[config.mk]
export PLATFORM = sky130hd
export DESIGN_NAME = xadc_drp_arbiter
export DESIGN_NICKNAME = d
export VERILOG_FILES = /design/src/rtl/xadc_drp_arbiter.sv
export SDC_FILE = /design/constraint.sdc
export NUM_CORES = 1
export LEC_CHECK = 0
export ABC_CLOCK_PERIOD_IN_PS = 1300
export CORE_MARGIN = 1.5
export CORE_UTILIZATION = 30
export CTS_CLUSTER_SIZE = 40
export DETAILED_ROUTE_END_ITERATION = 10
export PLACE_DENSITY = 0.69
export SLEW_MARGIN = 20
export SYNTH_ARGS = -nofsm -noshare
export SYNTH_HDL_FRONTEND = slang
export SYNTH_SLANG_ARGS = --single-unit
[constraint.sdc]
create_clock -name xadc_dclk -period 1.3 [get_ports xadc_dclk]
set_input_delay 0.13 -clock xadc_dclk [delete_from_list [all_inputs] [get_ports xadc_dclk]]
set_output_delay 0.13 -clock xadc_dclk [all_outputs]
set_load 0.05 [all_outputs]
[src/rtl/xadc_drp_arbiter.sv]
// rtl/xadc_drp_arbiter.sv - two-requester round-robin arbiter for the XADC DRP port.
// Optional transaction timeout is built when XADC_DRP_ARB_TIMEOUT_EN is defined.
module xadc_drp_arbiter #(
  parameter int unsigned TIMEOUT_CYCLES = 255
) (
  input  logic        xadc_dclk,
  input  logic        xadc_reset,
  input  logic [1:0]  req,
  input  logic [1:0]  req_we,
  input  logic [13:0] req_addr,
  input  logic [31:0] req_wdata,
  output logic [1:0]  gnt,
  output logic [1:0]  rsp_valid,
  output logic [15:0] rsp_data,
  output logic        rsp_err,
  output logic        busy,
  output logic [6:0]  xadc_daddr,
  output logic        xadc_den,
  output logic        xadc_dwe,
  output logic [15:0] xadc_di,
  input  logic [15:0] xadc_do,
  input  logic        xadc_drdy
);

  typedef enum logic {IDLE = 1'b0, WAIT = 1'b1} state_e;

  state_e      state_q, state_d;
  logic [1:0]  gnt_q, gnt_d;
  logic [1:0]  rsp_valid_q, rsp_valid_d;
  logic [15:0] rsp_data_q, rsp_data_d;
  logic        rsp_err_q, rsp_err_d;
  logic        busy_q, busy_d;
  logic        den_q, den_d;
  logic        dwe_q, dwe_d;
  logic [6:0]  daddr_q, daddr_d;
  logic [15:0] di_q, di_d;
  logic        owner_q, owner_d;
  logic        last_q, last_d;
  logic        win;

`ifdef XADC_DRP_ARB_TIMEOUT_EN
  logic [15:0] tmo_cnt_q, tmo_cnt_d;
  logic        tmo_hit;

  // Expiry is flagged on the edge that would bring the count to TIMEOUT_CYCLES.
  assign tmo_hit = (tmo_cnt_q == 16'(TIMEOUT_CYCLES - 1));
`else
  logic unused_tmo_cfg;
  assign unused_tmo_cfg = ^TIMEOUT_CYCLES;
`endif

  // last_q holds the index granted most recently; a tie goes to the other one.
  assign win = req[1] & (~req[0] | ~last_q);

  always_comb begin
    state_d     = state_q;
    gnt_d       = 2'b00;
    rsp_valid_d = 2'b00;
    rsp_data_d  = rsp_data_q;
    rsp_err_d   = 1'b0;
    busy_d      = busy_q;
    den_d       = 1'b0;
    dwe_d       = dwe_q;
    daddr_d     = daddr_q;
    di_d        = di_q;
    owner_d     = owner_q;
    last_d      = last_q;
`ifdef XADC_DRP_ARB_TIMEOUT_EN
    tmo_cnt_d   = tmo_cnt_q;
`endif
    case (state_q)
      IDLE: begin
        busy_d = 1'b0;
        if (|req) begin
          gnt_d   = {win, ~win};
          den_d   = 1'b1;
          dwe_d   = win ? req_we[1] : req_we[0];
          daddr_d = win ? req_addr[13:7] : req_addr[6:0];
          di_d    = win ? req_wdata[31:16] : req_wdata[15:0];
          busy_d  = 1'b1;
          owner_d = win;
          last_d  = win;
          state_d = WAIT;
`ifdef XADC_DRP_ARB_TIMEOUT_EN
          tmo_cnt_d = 16'd0;
`endif
        end
      end
      WAIT: begin
        if (xadc_drdy) begin
          rsp_valid_d = {owner_q, ~owner_q};
          rsp_data_d  = xadc_do;
          busy_d      = 1'b0;
          state_d     = IDLE;
        end
`ifdef XADC_DRP_ARB_TIMEOUT_EN
        else if (tmo_hit) begin
          rsp_valid_d = {owner_q, ~owner_q};
          rsp_data_d  = 16'hFFFF;
          rsp_err_d   = 1'b1;
          busy_d      = 1'b0;
          state_d     = IDLE;
        end else begin
          tmo_cnt_d = tmo_cnt_q + 16'd1;
        end
`endif
      end
      default: state_d = IDLE;
    endcase
  end

  always_ff @(posedge xadc_dclk) begin
    if (xadc_reset) begin
      state_q     <= IDLE;
      gnt_q       <= 2'b00;
      rsp_valid_q <= 2'b00;
      rsp_data_q  <= 16'h0000;
      rsp_err_q   <= 1'b0;
      busy_q      <= 1'b0;
      den_q       <= 1'b0;
      dwe_q       <= 1'b0;
      daddr_q     <= 7'h00;
      di_q        <= 16'h0000;
      owner_q     <= 1'b0;
      last_q      <= 1'b1;
`ifdef XADC_DRP_ARB_TIMEOUT_EN
      tmo_cnt_q   <= 16'd0;
`endif
    end else begin
      state_q     <= state_d;
      gnt_q       <= gnt_d;
      rsp_valid_q <= rsp_valid_d;
      rsp_data_q  <= rsp_data_d;
      rsp_err_q   <= rsp_err_d;
      busy_q      <= busy_d;
      den_q       <= den_d;
      dwe_q       <= dwe_d;
      daddr_q     <= daddr_d;
      di_q        <= di_d;
      owner_q     <= owner_d;
      last_q      <= last_d;
`ifdef XADC_DRP_ARB_TIMEOUT_EN
      tmo_cnt_q   <= tmo_cnt_d;
`endif
    end
  end

  assign gnt        = gnt_q;
  assign rsp_valid  = rsp_valid_q;
  assign rsp_data   = rsp_data_q;
  assign rsp_err    = rsp_err_q;
  assign busy       = busy_q;
  assign xadc_daddr = daddr_q;
  assign xadc_den   = den_q;
  assign xadc_dwe   = dwe_q;
  assign xadc_di    = di_q;

endmodule

After elaboration in Yosys (flattened, before gate mapping)
Index checks and enable logic that the tools add are counted.
{"block": "word_totals", "regBits": 49, "input_bits": 69, "output_inout_bits": 47, "elab_cells": 35}
{"block": "classes", "eq_ne": 1, "n_mux": 8, "bitwise": 9, "n_reduce_logical": 6}
{"op": "16-bit 2-to-1 mux", "n": 1}
{"op": "7-bit 2-to-1 mux", "n": 1}
{"op": "1-bit inverter", "n": 7}
{"op": "3-bit OR reduction", "n": 2}
{"op": "1-bit 2-to-1 mux", "n": 4}
{"op": "1-bit one-hot mux with 2 select lines", "n": 2}
{"op": "2-bit AND reduction", "n": 2}
{"op": "2-bit OR reduction", "n": 2}
{"op": "2-bit inequality test (second input constant)", "n": 1}
{"op": "1-bit bitwise AND", "n": 1}
{"op": "1-bit OR", "n": 1}

Depth between registers and ports, before layout
{"block": "logic_depth", "depth_word": 4, "mapped_depth": 6, "mapped_depth_nobuf": 3}

Worst setup path after synthesis
Ideal clock, no wire load.
{"block": "synth_timing", "path_type": "register to register", "start": "register state_q", "end": "register di_q[10], in the netlist xadc_di[10]", "t_arrival_ns": 1.073, "t_required_ns": 1.160, "slack_ns": 0.087, "path_stages_with_launch": 7, "path_cell_list": "dfxtp_1 > buf_6 > o21bai_2 > buf_4 > buf_4 > a21oi_1 > a211oi_1"}
{"block": "synth_between", "elab_chain_cells": 2}
{"item": "from (decl)", "line_no": "27", "source": "state_e state_q, state_d;"}
{"item": "from (signal assigned)", "line_no": "130", "source": "state_q <= state_d;"}
{"item": "1-bit inverter (no line)"}
{"item": "2-bit AND reduction (no line)"}
{"item": "to (signal assigned)", "line_no": "139", "source": "di_q <= di_d;"}
{"item": "to (decl)", "line_no": "36", "source": "logic [15:0] di_q, di_d;"}
Every way passes these cells.
A chain may end at the register's enable or synchronous reset.

Final worst setup path
{"block": "layout_timing", "start": "input port req[0]", "end": "register di_q[7], in the netlist xadc_di[7]"}
{"block": "layout_between", "elab_chain_cells": 4}
{"item": "from (decl)", "line_no": "8", "source": "input logic [1:0] req,"}
{"item": "1-bit inverter", "line_no": "53", "source": "assign win = req[1] & (~req[0] | ~last_q);"}
{"item": "1-bit OR", "line_no": "53"}
{"item": "1-bit bitwise AND", "line_no": "53"}
{"item": "16-bit 2-to-1 mux", "line_no": "79", "source": "di_d = win ? req_wdata[31:16] : req_wdata[15:0];"}
Parallel ways exist; a longest one is shown, timed or not.

==> metrics.yaml <==
status: "finished, final reports clean"
insertion_delay_ns: 0.31
clock-sinks: 49
clock-root-buffer: "clkbuf_8"
drive_above_1_share_pct: 22.3
yosysMostFrequentCell: "nand2_1"
synth_top_area_share_pct: 50.1
yosysTopAreaCell: "dfxtp_1"
fin_worst_skew_ns: 0.00866
cts_tree: "built"
period_needed_ns: 1.21
synth_edf_count: 0
irDropWorstVdd_mv: 0.705
cts_max_path_buffers: 2
grt_setup_unrepaired: "false"
p_leak_uw: 0.00151
start_util_pct: 31.0
rows: 29
synthToLayoutAreaGrowth_pct: 95.0
synthesis.area_sq_mm: 0.00196
grtUsageTotal_pct: 17.4
drt-pass1-iter-count: 4
n_antenna_cell: 0
nFillCells: 561
antenna_found_initial: 0
dieArea_sq_mm: 0.00702
whs_path_depth: 2
io_buffers: 114
grt_pass1_vias: 2084
ys_seq_elements: 49
yosys_warnings: 0
post_synth_num_cell_types: 24
yosys-top-cells-count: "nand2_1 (57), dfxtp_1 (49), a21oi_1 (42)"
fmax_ghz: 0.825
grt_pass1_wl_mm: 9.83
io_pins: 116
start_kind: "input pin"
ant_nets: 0
p_clk_share_pct: 25.6
ys.flop_type: "dfxtp_1"
path_clk_slew_ns: 0.09
drcViolationCount: 0
yosysSeqAreaShare_pct: 50.1
drtIter0Drc: 67
worstPathRequired_ns: 1.52
setup_viol: 0
routed_wl_mm: 5.90
holdWs_ns: 0.112
dp_hpwl_mm: 4.39
hp-class: "in -> reg"
synthArstFlopShare_pct: 0
cellPowerDensity_mw_per_mm2: 1140
post-place-ws_ns: -0.226
vias: 2036
synth_area_leaders: "dfxtp_1 (50%), nand2_1 (11%), a21oi_1 (11%)"
cts_buffers: 5
avgRoutedWirePerCell_microns: 13.8
p_int_uw: 2970
die_h_microns: 83.8
grt_max_degree: 26
finalHoldViolCount: 0
fin_ws_ns: 0.0881
worstPathMaxFanout: 6
drv_cap: 0
arrival_ns: 1.44
syn_inst: 234
syn-num-nets: 303
critPathCaptureType: "flop"
tns_ns: 0
min_period_over_period_pct: 93.2
rr_worst_depth: 4
seqPwrFrac_pct: 40.0
globalplace.congestion: 0.765
overflow: 0
core_area_sq_mm: 0.00631
path_class: "in -> reg"
die-width_microns: 83.8
p_switching_uw: 1390
slew_viol_final: 0
p_comb_share_pct: 34.4
syn_avg_cell_area_sq_um: 8.37
via_per_inst: 4.77
swShare_pct: 31.8
fin_nets: 418
post_cts_buffers: 0
cts_max_level: 2
==> cell families after synthesis <==
family / Yosys count / share of synthesized area (%)
AOI/OAI and AO/OA: 72 / 24.4
buffers and inverters: 20 / 6.58
DFF: 49 / 50.1
other: 1 / 0.191
and+or+nand+nor: 92 / 18.8
==> worst max-delay path, stage by stage <==
cell             delay [ns]
clkdlybuf4s50_1        0.62
a21bo_2                0.25
buf_4                  0.17
nand2_1                0.07
a211oi_1               0.20
==> cell type report <==
type / instances / area [sq um] / share of cell area (%)
repair buffers: 128 / 1780 / 46.5
clock inverters: 3 / 46.3 / 1.21
well taps: 77 / 96.3 / 2.52
multi-input cells: 165 / 850 / 22.2
clock buffers: 5 / 68.8 / 1.80
flip-flops and latches: 49 / 982 / 25.7
==> per-stage QoR <==
stage               power, uW  utilization [%]  instance area [sq um]  instances
floorplan                2450                -                   1960        234
global placement         3270             58.7                   3700        419
detailed placement       3290             58.7                   3700        419
CTS                      4420             60.5                   3820        427
global route             4560             60.5                   3820        427
finish                   4360             60.5                   3820        427
==> state kept, by name, summed over array words and instances, names as in the netlist <==
register    count
rsp_data       16
xadc_di        16
xadc_daddr      7
gnt             2
rsp_valid       2
busy            1
last_q          1
owner_q         1
state_q         1
xadc_den        1
xadc_dwe        1
==> cells in the final DEF (no fill, tap or decap), types with 2 or more instances in the layout <==
cell,n
clkdlybuf4s50_1,67
nand2_1,57
buf_12,52
dfxtp_1,48
a21oi_1,42
nor2_1,26
a211oi_1,20
buf_4,8
clkbuf_8,5
a211oi_2,4
nor3_1,3
nand2b_1,2
nor3b_1,2
==> metal layers <==
layer	global-route usage [%]	part of all wire, %	up-vias	wire [microns]
li1	-	-	1016	-
met5	0	0	-	0
met2	28.9	48	80	2810
met1	21.5	43	935	2550
met4	4.17	0.81	0	48
met3	6.23	8.3	5	492
==> repair_timing <==
action,CTS,global route
resized for setup,0,1
hold buffers,0,0
hold endpoints to repair,0,0
setup endpoints to repair,0,14
==> power groups by stage <==
stage / sequential, uW / clock [uW] / combinational (uW)
after detailed placement: 1780 / 0 / 1510
after floorplan: 2090 / 0 / 351
after global placement: 1780 / 0 / 1490
final: 1740 / 1120 / 1500
after global routing: 1760 / 1210 / 1580
after CTS: 1750 / 1170 / 1510
==> path summary, 6_finish.rpt <==
kind                                  from           end  slack [ns]
worst max-delay path                req[0]    xadc_di[7]        0.09
worst min-delay path            xadc_reset  rsp_data[13]        0.11
worst max register to register     state_q    xadc_di[2]        0.14
worst min register to register     owner_q  rsp_valid[0]        0.48
No activity file was read; power rests on OpenSTA's default activity.
